## config.mk

```make
export PLATFORM = sky130hd
export DESIGN_NAME = lcd1602_responder
export DESIGN_NICKNAME = d
export VERILOG_FILES = /design/src/rtl/lcd1602_responder.sv
export SDC_FILE = /design/constraint.sdc
export NUM_CORES = 1
export LEC_CHECK = 0
export CORE_ASPECT_RATIO = 0.8
export CORE_MARGIN = 2
export CORE_UTILIZATION = 45
export DETAILED_ROUTE_END_ITERATION = 12
export GPL_TIMING_DRIVEN = 0
export HOLD_SLACK_MARGIN = 0.03
export PLACE_DENSITY = 0.66
export RECOVER_POWER = 25
export SLEW_MARGIN = 40
export SYNTH_ARGS = -nofsm -noshare
export SYNTH_HDL_FRONTEND = slang
export SYNTH_SLANG_ARGS = --single-unit
```

## constraint.sdc

```tcl
create_clock -name iclk -period 9.8 [get_ports iclk]
set_clock_uncertainty 0.1 [all_clocks]
set_input_delay 1.96 -clock iclk [delete_from_list [all_inputs] [get_ports iclk]]
set_output_delay 1.96 -clock iclk [all_outputs]
set_load 0.1 [all_outputs]
```

## src/rtl/lcd1602_responder.sv

```systemverilog
// rtl/lcd1602_responder.sv - HD44780-style display-end bus responder with 80-byte DDRAM
// Decodes controller writes and reads, tracks cursor/display state, exposes DDRAM on a monitor port.
module lcd1602_responder #(
  parameter int BUSY_CYC  = 100,
  parameter int BUSY_LONG = 1000
) (
  input  logic       iclk,
  input  logic       irst,
  input  logic       LCD_EN,
  input  logic       LCD_RS,
  input  logic       LCD_RW,
  input  logic [7:0] LCD_DATA,
  output logic [7:0] LCD_DOUT,
  output logic       LCD_DOE,
  input  logic [6:0] mon_addr,
  output logic [7:0] mon_data,
  output logic [6:0] ac,
  output logic       busy,
  output logic       disp_on,
  output logic       cur_on,
  output logic       blink_on,
  output logic [5:0] shift_ofs,
  output logic       cmd_valid,
  output logic       proto_err
);

  localparam logic [2:0] ST_RESET_FILL = 3'd0;
  localparam logic [2:0] ST_IDLE       = 3'd1;
  localparam logic [2:0] ST_EXEC       = 3'd2;
  localparam logic [2:0] ST_FILL       = 3'd3;
  localparam logic [2:0] ST_BUSY_WAIT  = 3'd4;

  localparam int         CW    = $clog2(BUSY_LONG + 1);
  localparam logic [7:0] BLANK = 8'h20;

  function automatic logic addr_ok(input logic [6:0] a);
    return (a <= 7'h27) || (a >= 7'h40 && a <= 7'h67);
  endfunction

  // Second display line (0x40..0x67) lives at linear slots 40..79.
  function automatic logic [6:0] mem_idx(input logic [6:0] a);
    return a[6] ? (7'd40 + {1'b0, a[5:0]}) : a;
  endfunction

  function automatic logic [6:0] ac_step(input logic [6:0] a, input logic up);
    if (up) begin
      if (a == 7'h27)      return 7'h40;
      else if (a == 7'h67) return 7'h00;
      else                 return a + 7'd1;
    end else begin
      if (a == 7'h00)      return 7'h67;
      else if (a == 7'h40) return 7'h27;
      else                 return a - 7'd1;
    end
  endfunction

  function automatic logic [5:0] ofs_step(input logic [5:0] s, input logic up);
    if (up) return (s == 6'd39) ? 6'd0 : s + 6'd1;
    else    return (s == 6'd0) ? 6'd39 : s - 6'd1;
  endfunction

  logic          en_s1_q, en_s2_q, en_h_q;
  logic          rs_d1_q, rs_d2_q, rw_d1_q, rw_d2_q;
  logic [7:0]    data_d1_q, data_d2_q;

  logic [2:0]    state_q, state_d;
  logic [6:0]    ac_q, ac_d;
  logic          id_q, id_d, s_q, s_d;
  logic          disp_q, disp_d, cur_q, cur_d, blink_q, blink_d;
  logic [5:0]    shift_q, shift_d;
  logic          cgram_q, cgram_d;
  logic          busy_q, busy_d;
  logic [CW-1:0] cnt_q, cnt_d;
  logic [6:0]    fill_q, fill_d;
  logic          cmd_valid_q, cmd_valid_d, proto_err_q, proto_err_d;

  logic [7:0]    ddram_q [0:79];
  logic [7:0]    mon_data_q;
  logic          we;
  logic [6:0]    widx;
  logic [7:0]    wdata;
  logic          commit, accept, long_busy, do_clear;
  logic [7:0]    rd_byte;

  assign commit = ~en_s2_q & en_h_q;

  always_comb begin
    state_d     = state_q;
    ac_d        = ac_q;
    id_d        = id_q;
    s_d         = s_q;
    disp_d      = disp_q;
    cur_d       = cur_q;
    blink_d     = blink_q;
    shift_d     = shift_q;
    cgram_d     = cgram_q;
    busy_d      = busy_q;
    cnt_d       = cnt_q;
    fill_d      = fill_q;
    cmd_valid_d = 1'b0;
    proto_err_d = 1'b0;
    we          = 1'b0;
    widx        = mem_idx(ac_q);
    wdata       = data_d2_q;
    accept      = 1'b0;
    long_busy   = 1'b0;
    do_clear    = 1'b0;

    if (busy_q) begin
      cnt_d = cnt_q - CW'(1);
      if (cnt_q == CW'(1)) busy_d = 1'b0;
    end

    case (state_q)
      ST_RESET_FILL, ST_FILL: begin
        we    = 1'b1;
        widx  = fill_q;
        wdata = BLANK;
        if (fill_q == 7'd79) state_d = ST_BUSY_WAIT;
        else                 fill_d  = fill_q + 7'd1;
      end
      ST_EXEC:      state_d = ST_BUSY_WAIT;
      ST_BUSY_WAIT: if (!busy_q) state_d = ST_IDLE;
      default: ;
    endcase

    if (commit) begin
      if (!rs_d2_q && rw_d2_q) begin
        cmd_valid_d = 1'b1;
      end else if (busy_q) begin
        proto_err_d = 1'b1;
      end else begin
        accept = 1'b1;
        if (rs_d2_q) begin
          // CGRAM contents are not modelled: data traffic there is swallowed.
          if (!cgram_q) begin
            if (!rw_d2_q) begin
              we    = 1'b1;
              widx  = mem_idx(ac_q);
              wdata = data_d2_q;
              if (s_q) shift_d = ofs_step(shift_q, id_q);
            end
            ac_d = ac_step(ac_q, id_q);
          end
        end else begin
          casez (data_d2_q)
            8'b1???????: begin
              if (addr_ok(data_d2_q[6:0])) begin
                ac_d    = data_d2_q[6:0];
                cgram_d = 1'b0;
              end else begin
                accept = 1'b0;
              end
            end
            8'b01??????: cgram_d = 1'b1;
            8'b001?????: if (!data_d2_q[4]) accept = 1'b0;
            8'b0001????: begin
              if (data_d2_q[3]) shift_d = ofs_step(shift_q, data_d2_q[2]);
              else              ac_d    = ac_step(ac_q, data_d2_q[2]);
            end
            8'b00001???: begin
              disp_d  = data_d2_q[2];
              cur_d   = data_d2_q[1];
              blink_d = data_d2_q[0];
            end
            8'b000001??: begin
              id_d = data_d2_q[1];
              s_d  = data_d2_q[0];
            end
            8'b0000001?: begin
              ac_d      = 7'h00;
              shift_d   = 6'd0;
              long_busy = 1'b1;
            end
            8'b00000001: begin
              ac_d      = 7'h00;
              id_d      = 1'b1;
              shift_d   = 6'd0;
              long_busy = 1'b1;
              do_clear  = 1'b1;
            end
            default: accept = 1'b0;
          endcase
        end

        if (accept) begin
          cmd_valid_d = 1'b1;
          busy_d      = 1'b1;
          cnt_d       = long_busy ? CW'(BUSY_LONG) : CW'(BUSY_CYC);
          if (do_clear) begin
            state_d = ST_FILL;
            fill_d  = 7'd0;
          end else begin
            state_d = ST_EXEC;
          end
        end else begin
          proto_err_d = 1'b1;
        end
      end
    end
  end

  always_ff @(posedge iclk or posedge irst) begin
    if (irst) begin
      en_s1_q     <= 1'b0;
      en_s2_q     <= 1'b0;
      en_h_q      <= 1'b0;
      rs_d1_q     <= 1'b0;
      rs_d2_q     <= 1'b0;
      rw_d1_q     <= 1'b0;
      rw_d2_q     <= 1'b0;
      data_d1_q   <= 8'h00;
      data_d2_q   <= 8'h00;
      state_q     <= ST_RESET_FILL;
      ac_q        <= 7'h00;
      id_q        <= 1'b1;
      s_q         <= 1'b0;
      disp_q      <= 1'b0;
      cur_q       <= 1'b0;
      blink_q     <= 1'b0;
      shift_q     <= 6'd0;
      cgram_q     <= 1'b0;
      busy_q      <= 1'b1;
      cnt_q       <= CW'(BUSY_LONG);
      fill_q      <= 7'd0;
      cmd_valid_q <= 1'b0;
      proto_err_q <= 1'b0;
    end else begin
      en_s1_q     <= LCD_EN;
      en_s2_q     <= en_s1_q;
      en_h_q      <= en_s2_q;
      rs_d1_q     <= LCD_RS;
      rs_d2_q     <= rs_d1_q;
      rw_d1_q     <= LCD_RW;
      rw_d2_q     <= rw_d1_q;
      data_d1_q   <= LCD_DATA;
      data_d2_q   <= data_d1_q;
      state_q     <= state_d;
      ac_q        <= ac_d;
      id_q        <= id_d;
      s_q         <= s_d;
      disp_q      <= disp_d;
      cur_q       <= cur_d;
      blink_q     <= blink_d;
      shift_q     <= shift_d;
      cgram_q     <= cgram_d;
      busy_q      <= busy_d;
      cnt_q       <= cnt_d;
      fill_q      <= fill_d;
      cmd_valid_q <= cmd_valid_d;
      proto_err_q <= proto_err_d;
    end
  end

  always_ff @(posedge iclk) begin
    if (we) ddram_q[widx] <= wdata;
    mon_data_q <= addr_ok(mon_addr) ? ddram_q[mem_idx(mon_addr)] : 8'h00;
  end

  assign rd_byte   = cgram_q ? 8'h00 : ddram_q[mem_idx(ac_q)];
  assign LCD_DOE   = en_s2_q & rw_d2_q;
  assign LCD_DOUT  = LCD_DOE ? (rs_d2_q ? rd_byte : {busy_q, ac_q}) : 8'h00;
  assign mon_data  = mon_data_q;
  assign ac        = ac_q;
  assign busy      = busy_q;
  assign disp_on   = disp_q;
  assign cur_on    = cur_q;
  assign blink_on  = blink_q;
  assign shift_ofs = shift_q;
  assign cmd_valid = cmd_valid_q;
  assign proto_err = proto_err_q;

endmodule
```

== Word-level counts from Yosys, hierarchy flattened ==
Memory sizes are Yosys's and may differ from the RTL's. A register that Yosys moved wholly into a read port is not among the register bits.
Cells that the tools add are included.
Widths: inputs -> output; s select.
Word-level totals
  bits in registers: 65
  bits in latches: 0
  bits in writable memories: 640
  ROM bits: 0
  bits of input ports: 20
  output and inout port bits: 36
  memories: 1
Memory list
  ddram_q: depth 80, width 8, rd ports 2, clocked after Yosys merged registers in 1, write ports 1, RTL line 77  | logic [7:0] ddram_q [0:79];
Operators by class
  add/sub/neg operators: 8
  multipliers: 0
  div/mod/pow operators: 0
  order comparisons: 6
  equal/unequal tests: 23
  shift-type cells: 0
  multiplexer cells: 104
  bitwise operators: 6
  reductions and logical operators: 23
Operators with widths (number)
  $mux 7: 26
  $mux 8: 10
  $mux 10: 6
  $mux 6: 9
  $mux 1: 41
  $eq 7x7->1 const B: 3
  $pmux 7 s3: 1
  $mux 3: 6
  $reduce_and 5->1: 3
  $add 6x6->7 const A: 2
  $add 7x1->7 const B: 2
  $ge 7x7->1 const B: 2
  $le 7x6->1 const B: 2
  $le 7x7->1 const B: 2
  $pmux 6 s2: 1
  $eq 10x1->1 const B: 1
  $sub 10x1->10 const B: 1
  $pmux 3 s3: 1
  $eq 8x1->1 const B: 1
  $reduce_and 8->1: 1
  $eq 7x1->1 const B: 1
  $eq 7x6->1 const B: 1
  $logic_not 7->1: 1
  $reduce_and 7->1: 1
  other kinds (30): 45

== Longest topological paths before layout ==
Gate-level depths: netlist (run 1).
  depth in word-level cells: 13
  mapped depth: 14
  mapped depth without buffers: 8

== Least setup slack after synthesis (run 1) ==
Ideal clock, no wire load.
  kind: register -> output
  start point: register ac_q[3], in the netlist ac[3]
  end point: output LCD_DOUT[0]
  data arrival time: 5.032 ns
  setup slack: 2.708 ns
  cell stages (with the launch flop): 10
  cells stage by stage: dfrtp_1 clkbuf_1 inv_1 ha_1 nand3_1 a21oi_1 nor2_1 nor3_1 nor3_1 a311oi_1
On the way
  cells in the longest elaborated chain, start to end: 6
Ends and longest elaborated chain
  start: declaration: RTL line 67  | logic [6:0] ac_q, ac_d;
  start signal: assignment: RTL line 215  | ac_q <= 7'h00;
  start signal: assignment: RTL line 239  | ac_q <= ac_d;
  $add 6x6->7: RTL line 42  | return a[6] ? (7'd40 + {1'b0, a[5:0]}) : a;
  $mux 7 *: RTL line 42
  $mem_v2 80x8 *
  $mux 8 *: RTL line 260  | assign rd_byte = cgram_q ? 8'h00 : ddram_q[mem_idx(ac_q)];
  $mux 8 * (2 in a row): RTL line 262  | assign LCD_DOUT = LCD_DOE ? (rs_d2_q ? rd_byte : {busy_q, ac_q}) : 8'h00;
  end: declaration: RTL line 13  | output logic [7:0] LCD_DOUT,
Mark *: on every way between the ends. The rest lies on a longest branch, timed or not.

== Worst setup path after layout (run 1) ==
  start point: register ac_q[1], in the netlist ac[1]
  end point: output LCD_DOUT[5]
The elaborated chain is that of the path after synthesis.

==> flow_summary.json, run 1 <==
{
  "synth-edff-count": 640,
  "fp.dieH_um": 251,
  "vias_per_cell": 6.85,
  "vdd_drop_max_v": 0.000148,
  "cp-end-kind": "output pin",
  "met2_usage_pct": 41.4,
  "portBuffers": 51,
  "synth-xor-area-share_pct": 0.560,
  "use_met1_pct": 41.3,
  "ant_nets": 0,
  "min_period_ps": 7690,
  "initial_core_util_pct": 45.6,
  "layout_commonest_cell": "edfxtp_1",
  "grt_pass1_wl_mm": 163,
  "cts_hold_buf": 0,
  "synth_nets": 2032,
  "synth_top_family_by_area": "multiplexers",
  "nFillCells": 6039,
  "slew_viol_final": 46,
  "arrival_ps": 5630,
  "ctsResizeCount": 0,
  "fp.dieW_um": 313,
  "rsz0062_at_grt": "no",
  "cts_buffers": 76,
  "grt_pass1_vias": 21518,
  "whs_ps": 238,
  "clk_latency_ps": 630,
  "final_cell_mix": "640 x edfxtp_1, 350 x mux4_2, 113 x nand2_1",
  "synthAdderAreaFrac_pct": 0.509,
  "status": "finished, violations left",
  "violations": "capacitance limit, slew limit",
  "drt-initial-drc-count": 4068,
  "setup_viol": 0,
  "async_flop_share_pct": 9.12,
  "fin_crit_sh_pct": 78.5,
  "multi_input_area_um2": 12800,
  "nNetsFinal": 2182,
  "post-cts-setup-buffers": 0,
  "overflow": 0,
  "worst-path-max-fanout": 10,
  "ys_seq_elements": 713,
  "area_delta_synth_final_pct": 13.3,
  "ys_seq_area_share_pct": 61.0,
  "drc": 0,
  "synth_top_area_share_pct": 55.8,
  "yosys.area.top_type": "edfxtp_1",
  "tightest_slew_ps": 2360,
  "cts_root_buf": "clkbuf_16",
  "worstSetupStartpointType": "flop",
  "clkSinkCount": 713,
  "firstDrtPassIters": 7,
  "synth.distinct_cells": 74,
  "synthSimpleGateAreaFrac_pct": 6.36,
  "grt_max_degree": 57,
  "wirelength_mm": 117,
  "clkSlewWorstSetupHoldPaths_ps": 60,
  "gp_congestion": 0.991,
  "hold_violations": 0,
  "dieArea_um2": 78800,
  "criticalPathCategory": "flop to output pin",
  "max_freq_mhz": 130,
  "cap_violations": 1,
  "synth_compound_area_share_pct": 4.02,
  "power.density_nw_per_um2": 270,
  "seq_area_um2": 21000,
  "finalSetupTns_ps": 0,
  "cts_tree": "done",
  "leakagePower_nw": 12.6,
  "grt-busiest-layer": "met2",
  "synth_warnings": 0,
  "ys_top_cells_by_area": "edfxtp_1 56%, mux4_2 23%, dfrtp_1 4.1%",
  "synth_cells": 1998,
  "required_ps": 7740,
  "synth_area_per_cell_um2": 17.2,
  "slew_headroom_pct": -57.2,
  "coreArea_um2": 75600,
  "min_path_type": "flop to flop",
  "grt.total_usage_pct": 29.8,
  "vias": 22066,
  "fin_ws_ps": 2110,
  "wl_per_cell_um": 36.4,
  "num_rows": 90,
  "cts_max_level": 3,
  "grtUsageMet3_pct": 13.2,
  "antenna_found_initial": 8,
  "dpl.hpwl_mm": 81.3,
  "pre_cts_slack_ps": 2960,
  "netlist_area_um2": 34400,
  "cts.path.max_buffers": 3,
  "ios": 56,
  "synthMuxAreaShare_pct": 25.1,
  "drive_gt1_share_pct": 32.6,
  "synth_ff_type": "edfxtp_1"
}
layer usage:
metal | routed length (um) | share of wire, %
met2 | 50000 | 43
met4 | 4610 | 3.9
met1 | 44000 | 38
met5 | 44 | 0.038
met3 | 18500 | 16
sequential cells by signal, indices dropped and copies added, names as in the netlist, 3 cells and up:
| name | cells |
|---|---|
| ac | 7 |
| ddram_q | 640 |
| data_d1_q | 8 |
| fill_q | 7 |
| state_q | 3 |
| mon_data | 8 |
| data_d2_q | 8 |
| shift_ofs | 6 |
| cnt_q | 10 |
power breakdown:
group          switching (mW)  internal, mW
Sequential             0.0916          3.44
Combinational            2.70          1.35
Clock                    1.24          1.71
Total                    4.03          6.49
critical path, cell delays in order (launching register included):
cell	delay, ps
dfrtp_1	550
buf_4	290
buf_2	530
buf_2	560
clkbuf_1	610
mux4_2	380
nand2_1	60
a21oi_1	410
a221oi_1	150
a211oi_1	850
buf_2	570
cell families (layout without fill, tap and decap cells):
logic type | after synthesis | after routing
other cells | 0 | 3
xor+xnor | 22 | 22
compound gates | 206 | 206
simple gates | 454 | 454
buf+inv | 168 | 378
fa+ha+maj | 14 | 14
flops | 713 | 713
mux | 421 | 421
area by class of cell:
| class | count | area share, % |
|---|---|---|
| antenna | 3 | 0.0192 |
| buffer | 141 | 1.98 |
| clock buffer | 98 | 5.38 |
| clock inverter | 40 | 1.04 |
| inverter | 27 | 0.263 |
| multi-input combinational | 1117 | 32.8 |
| sequential | 713 | 53.9 |
| tap | 1012 | 3.25 |
| timing repair buffer | 72 | 1.38 |
Yosys cell counts (16+ instances only):
cell type / number
a21oi_1: 43
buf_2: 35
buf_4: 22
clkbuf_1: 64
dfrtp_1: 57
edfxtp_1: 640
inv_1: 25
mux2i_1: 61
mux4_2: 350
nand2_1: 114
nand2b_1: 21
nand3_1: 31
nor2_1: 136
nor2b_1: 16
nor3_1: 47
o21ai_0: 42
worst paths after layout:
| kind | from | to | slack, ps | cells past startpoint |
|---|---|---|---|---|
| max in group asynchronous | irst | cnt_q[4] | 5090 | 3 |
| min in group asynchronous | irst | shift_ofs[0] | 1840 | 2 |
| worst min-delay path | data_d1_q[5] | data_d2_q[5] | 240 | 0 |
| worst max register to register | busy | ddram_q[21][3] | 4110 | 7 |
| worst max-delay path | ac[1] | LCD_DOUT[5] | 2110 | 10 |
| worst min register to register | data_d1_q[5] | data_d2_q[5] | 240 | 0 |
metrics by stage:
stage | util [%] | instance area [um2] | instances | power, mW
after floorplan | - | 34400 | 1998 | 5.96
after global placement | 47.9 | 36200 | 3061 | 7.43
after detailed placement | 48.5 | 36700 | 3082 | 7.50
after CTS | 51.8 | 39200 | 3220 | 10.4
after global routing | 51.6 | 39000 | 3221 | 10.7
final | 51.6 | 39000 | 3223 | 10.5
Power figures use the tool's default switching activity.
==> run 2, diff against run 1 <==
- PLACE_DENSITY: 0.66 -> 0.68
- clock period: 9.8 -> 7 ns (I/O delays scaled with it)
==> flow_summary.json, run 2 (same netlist as run 1, synthesis figures left out) <==
{
  "status": "finished, violations left",
  "violations": "capacitance limit, slew limit",
  "grt_pass1_wl_mm": 162,
  "vdd_drop_max_v": 0.000307,
  "ant_nets": 0,
  "firstDrtPassIters": 7,
  "max_freq_mhz": 146,
  "clkSinkCount": 713,
  "wl_per_cell_um": 36.0,
  "antenna_found_initial": 3,
  "fp.dieH_um": 251,
  "wirelength_mm": 116,
  "cts_buffers": 73,
  "grt_max_degree": 57,
  "grt.total_usage_pct": 29.5,
  "post-cts-setup-buffers": 0,
  "ios": 56,
  "leakagePower_nw": 12.4,
  "worstSetupStartpoint": "ac[2]",
  "required_ps": 5500,
  "clkSlewWorstSetupHoldPaths_ps": 70,
  "nNetsFinal": 2177,
  "cp-end-kind": "output pin",
  "power.total_mw": 14.5,
  "layout_commonest_cell": "edfxtp_1",
  "overflow": 0,
  "cts.path.max_buffers": 3,
  "num_rows": 90,
  "worstSetupStartpointType": "flop",
  "worstHoldStart": "data_d1_q[6]",
  "dpl.hpwl_mm": 80.7,
  "fin_crit_sh_pct": 98.0,
  "r2r_slack_ps": 1670,
  "cts_max_level": 3,
  "cts_root_buf": "clkbuf_16",
  "reg2reg_to": "ddram_q[63][6]",
  "nFillCells": 6029,
  "regMostFlops": "ddram_q",
  "drc": 0,
  "gp_congestion": 1.07,
  "worst-path-max-fanout": 10,
  "largest_register_ffs": 640,
  "vias_per_cell": 6.92,
  "coreArea_um2": 75600,
  "power.density_nw_per_um2": 373,
  "placed_area_um2": 36600,
  "reg2reg_from": "ac[2]",
  "area_delta_synth_final_pct": 12.8,
  "clk_latency_ps": 640,
  "rsz0062_at_grt": "no",
  "criticalPathCategory": "flop to output pin",
  "dieArea_um2": 78800,
  "slew_headroom_pct": -41.6,
  "final_cell_mix": "640 x edfxtp_1, 350 x mux4_2, 114 x nand2_1",
  "stdcell_area_um2": 38800,
  "portBuffers": 51,
  "top_regs": "ddram_q: 640 flops, cnt_q: 10 flops",
  "cap_violations": 3,
  "vias": 22232,
  "holdPathEnd": "data_d2_q[6]",
  "tightest_slew_ps": 2120,
  "hold_violations": 0,
  "min_period_ps": 6860,
  "setup_viol": 0,
  "initial_core_util_pct": 45.6,
  "drt-initial-drc-count": 3674,
  "slew_viol_final": 103,
  "min_path_cells": 0,
  "min_path_type": "flop to flop",
  "arrival_ps": 5360,
  "fp.dieW_um": 313,
  "cts_tree": "done",
  "grt_pass1_vias": 21813,
  "ff2ff_path_depth": 8,
  "drive_gt1_share_pct": 31.1
}
## run 2: critical path, cell delays in order, from the launching register on
cell and delay [ps]:
dfrtp_1 820, buf_2 600, buf_4 430, clkbuf_2 500
clkbuf_1 670, nand2_1 100, nand3_1 140, nand3_1 240
a31oi_1 640, buf_2 550
## run 2: metal layers
layer	vias to the layer above	share of wire, %	global-route usage (%)
met4	4	3.9	10.7
li1	8569	-	-
met3	264	15	11.0
met5	-	0.15	1.54
met2	1703	43	42.4
met1	11692	38	41.0
## run 2: cell type report
class                           instances  area (um2)  area share, %
Sequential cell                       713       21000           54.1
Timing Repair Buffer                   70         529           1.36
Tap cell                             1012        1270           3.26
Buffer                                141         768           1.98
Multi-Input combinational cell       1117       12800           33.0
Antenna cell                            2        5.00         0.0129
Inverter                               27         103          0.264
Clock buffer                           90        1950           5.01
Clock inverter                         41         392           1.01
## run 2: power by group
group / switching (mW) / internal, mW
logic: 3.73 / 1.86
registers: 0.136 / 4.82
clock network: 1.72 / 2.21
## run 2: metrics by stage
step	TNS, ps	hold WS (ps)	std cells	util, %	setup WS (ps)
after global routing	0	256	3211	51.4	91.8
final	0	247	3213	51.4	138
after global placement	-1170	237	3061	47.9	-351
after floorplan	0	231	1998	-	468
after CTS	0	245	3211	51.6	147
after detailed placement	0	235	3080	48.5	832
## run 2: repair_timing
item / in CTS / in global routing
hold buffers: 0 / 0
resized for setup: 0 / 2
endpoints found under the setup margin: 0 / 2
## run 2: worst max path at each step
| stage | cells past startpoint | end | slack [ps] |
|---|---|---|---|
| after floorplan | 9 | LCD_DOUT[0] | 470 |
| after global placement | 10 | LCD_DOUT[0] | -350 |
| after detailed placement | 9 | LCD_DOUT[0] | 830 |
| after CTS | 9 | LCD_DOUT[0] | 150 |
| after global routing | 10 | LCD_DOUT[2] | 90 |
| final | 9 | LCD_DOUT[3] | 140 |
